**src/rtl/updown_pkg.sv**
```systemverilog
// Shared encodings for the up/down counter monitor: FSM states, step classes
// and the direction-correctness rule.
package updown_pkg;

   localparam logic [1:0] ST_SYNC    = 2'd0;
   localparam logic [1:0] ST_ACQUIRE = 2'd1;
   localparam logic [1:0] ST_LOCKED  = 2'd2;

   typedef enum logic [1:0] {
      STEP_UP   = 2'd0,
      STEP_DOWN = 2'd1,
      STEP_HOLD = 2'd2,
      STEP_JUMP = 2'd3
   } step_class_e;

   // A step is correct only when it moves one unit in the expected direction.
   function automatic logic is_correct(input step_class_e cls, input logic up_exp);
      return ((cls == STEP_UP) && up_exp) || ((cls == STEP_DOWN) && !up_exp);
   endfunction

endpackage

```
**src/rtl/updown_count_monitor_step_classifier.sv**
```systemverilog
// Combinational classifier of one counter step from the modular difference
// between the current and previous count values.
module step_classifier
   import updown_pkg::*;
#(
   parameter int WIDTH = 4
) (
   input  logic [WIDTH-1:0] prev_i,
   input  logic [WIDTH-1:0] count_i,
   output step_class_e      class_o
);

   localparam logic [WIDTH-1:0] ONE  = WIDTH'(1);
   localparam logic [WIDTH-1:0] ONES = {WIDTH{1'b1}};
   localparam logic [WIDTH-1:0] ZERO = {WIDTH{1'b0}};

   logic [WIDTH-1:0] delta_s;

   assign delta_s = count_i - prev_i;

   // Map the modular delta onto the four step classes.
   always_comb begin
      class_o = STEP_JUMP;
      if (delta_s == ONE) begin
         class_o = STEP_UP;
      end else if (delta_s == ONES) begin
         class_o = STEP_DOWN;
      end else if (delta_s == ZERO) begin
         class_o = STEP_HOLD;
      end else begin
         class_o = STEP_JUMP;
      end
   end

endmodule

```
**src/rtl/updown_count_monitor.sv**
```systemverilog
// Monitors an observed up/down counter against its commanded direction,
// locking after LOCK_N correct steps and flagging errors and wraps while locked.
module updown_count_monitor
   import updown_pkg::*;
#(
   parameter int WIDTH  = 4,
   parameter int LOCK_N = 2,
   parameter int ERRW   = 8
) (
   input  logic             clk,
   input  logic             reset,
   input  logic             up,
   input  logic [WIDTH-1:0] count,
   output logic             locked,
   output logic             dir,
   output logic             err,
   output logic             wrap,
   output logic [ERRW-1:0]  err_count
);

   localparam int RUNW = $clog2(LOCK_N + 1);
   localparam logic [RUNW-1:0]  RUN_ONE  = RUNW'(1);
   localparam logic [RUNW-1:0]  RUN_LAST = RUNW'(LOCK_N - 1);
   localparam logic [RUNW-1:0]  RUN_ZERO = RUNW'(0);
   localparam logic [WIDTH-1:0] CNT_ONES = {WIDTH{1'b1}};
   localparam logic [WIDTH-1:0] CNT_ZERO = {WIDTH{1'b0}};
   localparam logic [ERRW-1:0]  ERR_MAX  = {ERRW{1'b1}};
   localparam logic [ERRW-1:0]  ERR_ONE  = ERRW'(1);

   logic [1:0]       state_q, state_d;
   logic [WIDTH-1:0] prev_q;
   logic             up_q;
   logic [RUNW-1:0]  run_q, run_d;
   logic             locked_q, dir_q, dir_d, err_q, err_d, wrap_q, wrap_d;
   logic [ERRW-1:0]  err_count_q, err_count_d;
   step_class_e      class_s;
   logic             correct_s, wrap_s;

   step_classifier #(.WIDTH(WIDTH)) u_classifier (
      .prev_i  (prev_q),
      .count_i (count),
      .class_o (class_s)
   );

   // The observed counter reacts one edge late, so up_q is the expectation.
   assign correct_s = is_correct(class_s, up_q);
   assign wrap_s    = ((class_s == STEP_UP)   && (prev_q == CNT_ONES) && (count == CNT_ZERO)) ||
                      ((class_s == STEP_DOWN) && (prev_q == CNT_ZERO) && (count == CNT_ONES));

   // Next-state logic for the lock FSM, run length, pulses and error total.
   always_comb begin
      state_d     = state_q;
      run_d       = run_q;
      dir_d       = dir_q;
      err_d       = 1'b0;
      wrap_d      = 1'b0;
      err_count_d = err_count_q;
      case (state_q)
         ST_SYNC: begin
            state_d = ST_ACQUIRE;
            run_d   = RUN_ZERO;
         end
         ST_ACQUIRE: begin
            if (correct_s && (run_q == RUN_LAST)) begin
               state_d = ST_LOCKED;
               run_d   = RUN_ZERO;
            end else if (correct_s) begin
               run_d = run_q + RUN_ONE;
            end else begin
               run_d = RUN_ZERO;
            end
         end
         ST_LOCKED: begin
            if (correct_s) begin
               wrap_d = wrap_s;
            end else begin
               err_d   = 1'b1;
               state_d = ST_ACQUIRE;
               run_d   = RUN_ZERO;
               if (err_count_q != ERR_MAX) begin
                  err_count_d = err_count_q + ERR_ONE;
               end else begin
                  err_count_d = err_count_q;
               end
            end
         end
         default: begin
            state_d = ST_SYNC;
            run_d   = RUN_ZERO;
         end
      endcase
      // The SYNC sample has no valid predecessor, so it never moves dir.
      if ((state_q != ST_SYNC) && (class_s == STEP_UP)) begin
         dir_d = 1'b1;
      end else if ((state_q != ST_SYNC) && (class_s == STEP_DOWN)) begin
         dir_d = 1'b0;
      end else begin
         dir_d = dir_q;
      end
   end

   // State and output registers with synchronous reset.
   always_ff @(posedge clk) begin
      if (reset) begin
         state_q     <= ST_SYNC;
         prev_q      <= CNT_ZERO;
         up_q        <= 1'b0;
         run_q       <= RUN_ZERO;
         locked_q    <= 1'b0;
         dir_q       <= 1'b0;
         err_q       <= 1'b0;
         wrap_q      <= 1'b0;
         err_count_q <= {ERRW{1'b0}};
      end else begin
         state_q     <= state_d;
         prev_q      <= count;
         up_q        <= up;
         run_q       <= run_d;
         locked_q    <= (state_d == ST_LOCKED);
         dir_q       <= dir_d;
         err_q       <= err_d;
         wrap_q      <= wrap_d;
         err_count_q <= err_count_d;
      end
   end

   assign locked    = locked_q;
   assign dir       = dir_q;
   assign err       = err_q;
   assign wrap      = wrap_q;
   assign err_count = err_count_q;

endmodule

```
**config.mk**
```make
export PLATFORM = sky130hd
export DESIGN_NAME = updown_count_monitor
export DESIGN_NICKNAME = d
export VERILOG_FILES = /design/src/rtl/updown_pkg.sv /design/src/rtl/updown_count_monitor_step_classifier.sv /design/src/rtl/updown_count_monitor.sv
export SDC_FILE = /design/constraint.sdc
export NUM_CORES = 1
export LEC_CHECK = 0
export BUFFER_PORTS_ARGS = -buffer_cell sky130_fd_sc_hd__buf_4
export CAP_MARGIN = 0
export CORE_MARGIN = 8
export CORE_UTILIZATION = 50
export CTS_CLUSTER_SIZE = 25
export DETAILED_ROUTE_END_ITERATION = 6
export PLACE_DENSITY = 0.74
export SLEW_MARGIN = 15
export SYNTH_ARGS = -nofsm -noshare
export SYNTH_HDL_FRONTEND = slang
export SYNTH_SLANG_ARGS = --single-unit
```
**constraint.sdc**
```tcl
create_clock -name clk -period 2.2 [get_ports clk]
set_input_delay 0.22 -clock clk [delete_from_list [all_inputs] [get_ports clk]]
set_output_delay 0.22 -clock clk [all_outputs]
set_load 0.01 [all_outputs]
```
==> impl_metrics.toml <==
[timing]
period_share_pct = 100
worstMarginPinSlew_ns = 0.768
rsz0062_at_grt = "true"
skew_ns = 0.00677
fin_ws_ns = -0.00487
slew_viol_final = 0
setup_violations = 1
slew_headroom_pct = 47.5
period_needed_ns = 2.20
whs_ns = 0.107
max_freq_ghz = 0.454
hold_viol = 0

[pwr]
pwr-share-clk_pct = 24.5
p_sw_mw = 0.234
peakVddDrop_mv = 0.373
p_int_mw = 0.555
power.density_nw_per_um2 = 471
leakagePower_nw = 0.630
swShare_pct = 29.7
fin_total_pwr_mw = 0.789
seq_power_share_pct = 50.0
p_comb_share_pct = 25.4

[flow_run]
maxCapViolations = 0

[synth]
ys_types = 47
avgSynthCellArea_um2 = 9.55
synth_top_area_share_pct = 32.6
synth_area_um2 = 1290
synth_xor_area_share_pct = 1.94
muxShareOfSynthArea_pct = 6.60
synth_area_leaders = "dfxtp_1 33%, nor2b_1 6.3%, mux2_4 5.8%"
synthSimpleGateAreaFrac_pct = 29.1
yosysWarnings = 0
synth_compound_area_share_pct = 18.3
synthAdderAreaFrac_pct = 6.41
yosys.area.top_type = "dfxtp_1"
syn-num-nets = 148
synth_seq_cells = 21
yosysSeqAreaShare_pct = 32.6
syn_inst = 135
synth_top_family_by_area = "simple AND/OR/NAND/NOR gates"

[clocking]
htreeDepth = 1
cts-root-buf = "clkbuf_4"
clock_path_buffers = 2
clock_latency_ns = 0.31
cts.sinks = 21
tritoncts = "built"
numCtsBuffers = 3
path_clk_slew_ns = 0.12

[outcome]
status = "finished with violations"
violations = "negative setup slack"

[detailed_routing]
drtIter0Drc = 31
drcViolationCount = 0
drt_wl_total_um = 2880
wire_per_inst_um = 14.7
firstDrtPassIters = 4
vias = 1112
ant_nets = 0
viasPerCell = 5.67

[global_routing]
grt_use_total_pct = 13.5
grt_max_degree = 29
grt_pass1_wl_um = 4800
grt_pass1_vias = 1057
met1_usage_pct = 15.6
grtUsageMet3_pct = 3.02
grt_antenna_before_repair = 0
gr-total-overflow = 0
use_met2_pct = 24.0
grt_most_used_layer = "met2"

[cells_and_area]
layout_common_cells = "33 x buf_4, 20 x dfxtp_1, 12 x nor2b_1, 7 x nor2_1, 6 x a211oi_2"
antenna_cells = 0
areaGrowthSynthToFinish_pct = 30.0
seqCellArea_um2 = 422
drive_gt1_share_pct = 42.2
nFillCells = 198
multi_input_area_um2 = 908
final_common_cell = "buf_4"
nets = 180

[placed_design]
port_buffers = 18
dp_hpwl_um = 2120
gp_congestion = 0.802

[die]
io_pins = 19
dieWidth_um = 66.8
initial_core_util_pct = 52.5
chipHeight_um = 66.8
rows = 18
dieArea_um2 = 4460
core_um2 = 2450

[setup_path]
required_ns = 2.41
start_kind = "register"
path_buf_inv = 1
critPathCaptureType = "register"
ff2ff_path_depth = 7
cp_max_fo = 5
cp-startpoint = "prev_q[0]"
r2r-start = "prev_q[0]"
reg2reg_to = "err_count[5]"
r2r_slack_ns = -0.005
worst_path_largest_cell_delay_ns = 0.59
path_cells = "ha_4, inv_2, fa_2, or4b_4, nand2_8, a211oi_2, mux2_4"
critPathKind = "register to register"
crit_family = "simple AND/OR/NAND/NOR gates"
cp_data_arrival_time_ns = 2.41
critPathSlowestCell = "or4b_4"

[min_path]
hold_path_class = "primary input to register"
holdPathEnd = "up_q"
holdPathStages = 2
worstHoldStart = "up"
-- what timing repair did --
action	4_1_cts	5_1_grt
hold buffers	0	0
endpoints found under the setup margin	13	15
gates cloned	0	0
gates resized for setup	10	6
pin swaps	1	8
buffers inserted	1	0
-- cells by family (layout without fill, tap and decap cells) --
logic type,count (synthesis),after routing
flops,21,21
mux,6,6
xor+xnor,2,2
buf+inv,13,44
simple gates,61,61
compound gates,26,26
fa+ha+maj,6,6
-- synth_stat cells (all sizes together) --
cell	instances
a2111oi	1
a211oi	8
a21oi	6
a311oi	1
a41oi	1
and3	1
and4	1
and4b	1
buf	3
clkbuf	4
dfxtp	21
fa	1
ha	5
inv	6
mux2	5
mux2i	1
nand2	6
nand2b	3
nand3	2
nand3b	3
nand4	4
nor2	9
nor2b	13
nor3	6
nor3b	1
nor4	4
nor4b	3
o2111ai	1
o21a	1
o21ai	3
o21ba	1
o31a	1
o31ai	2
or2	2
or3	1
or4b	1
xor2	2
-- worst max path at each step --
stage                        end  depth (start not counted)  slack (ns)
floorplan           err_count[2]                          8       0.002
global placement    err_count[5]                         10       -0.12
detailed placement  err_count[5]                         10       -0.15
CTS                         wrap                          7       0.002
global route          state_q[0]                          9       -0.11
finish              err_count[5]                          7      -0.005
-- sequential cells by signal, indices dropped and copies added (netlist names) --
name	flops
dir	1
err	1
err_count	8
locked	1
prev_q	4
run_q	2
state_q	2
up_q	1
wrap	1
-- layer usage --
metal | up-vias | share of wire [%]
li1 | 550 | -
met1 | 541 | 45
met2 | 16 | 50
met3 | 5 | 4.1
met4 | 0 | 1.1
met5 | - | 0
-- stage by stage --
step | worst slack (ns) | instance area, µm² | TNS, ns | utilization, % | std cells
CTS | 0.00221 | 1650 | 0 | 67.2 | 196
finish | -0.00487 | 1680 | -0.00487 | 68.2 | 196
global placement | -0.118 | 1560 | -1.08 | 63.6 | 191
detailed placement | -0.147 | 1560 | -1.64 | 63.6 | 191
global route | -0.108 | 1680 | -0.687 | 68.2 | 196
floorplan | 0.00210 | 1320 | 0 | - | 135
-- power groups by stage --
stage	Clock [mW]	Combinational, mW	Sequential [mW]
after floorplan	0	0.115	0.402
after global placement	0	0.169	0.403
after detailed placement	0	0.174	0.403
after CTS	0.196	0.190	0.394
after global routing	0.215	0.218	0.396
final	0.194	0.201	0.395
-- cell type report --
cell class | count | area share (%)
Tap cell | 30 | 2.24
Inverter | 6 | 1.34
Sequential cell | 21 | 25.2
Clock buffer | 4 | 1.57
Multi-Input combinational cell | 101 | 54.2
Timing Repair Buffer | 34 | 15.5
-- worst register-to-register path, cell delays in order, from the launching register on --
cell,delay (ns)
dfxtp_2,0.36
ha_4,0.16
inv_2,0.05
fa_2,0.45
or4b_4,0.59
nand2_8,0.12
a211oi_2,0.08
mux2_4,0.30
Power figures use the tool's default switching activity.
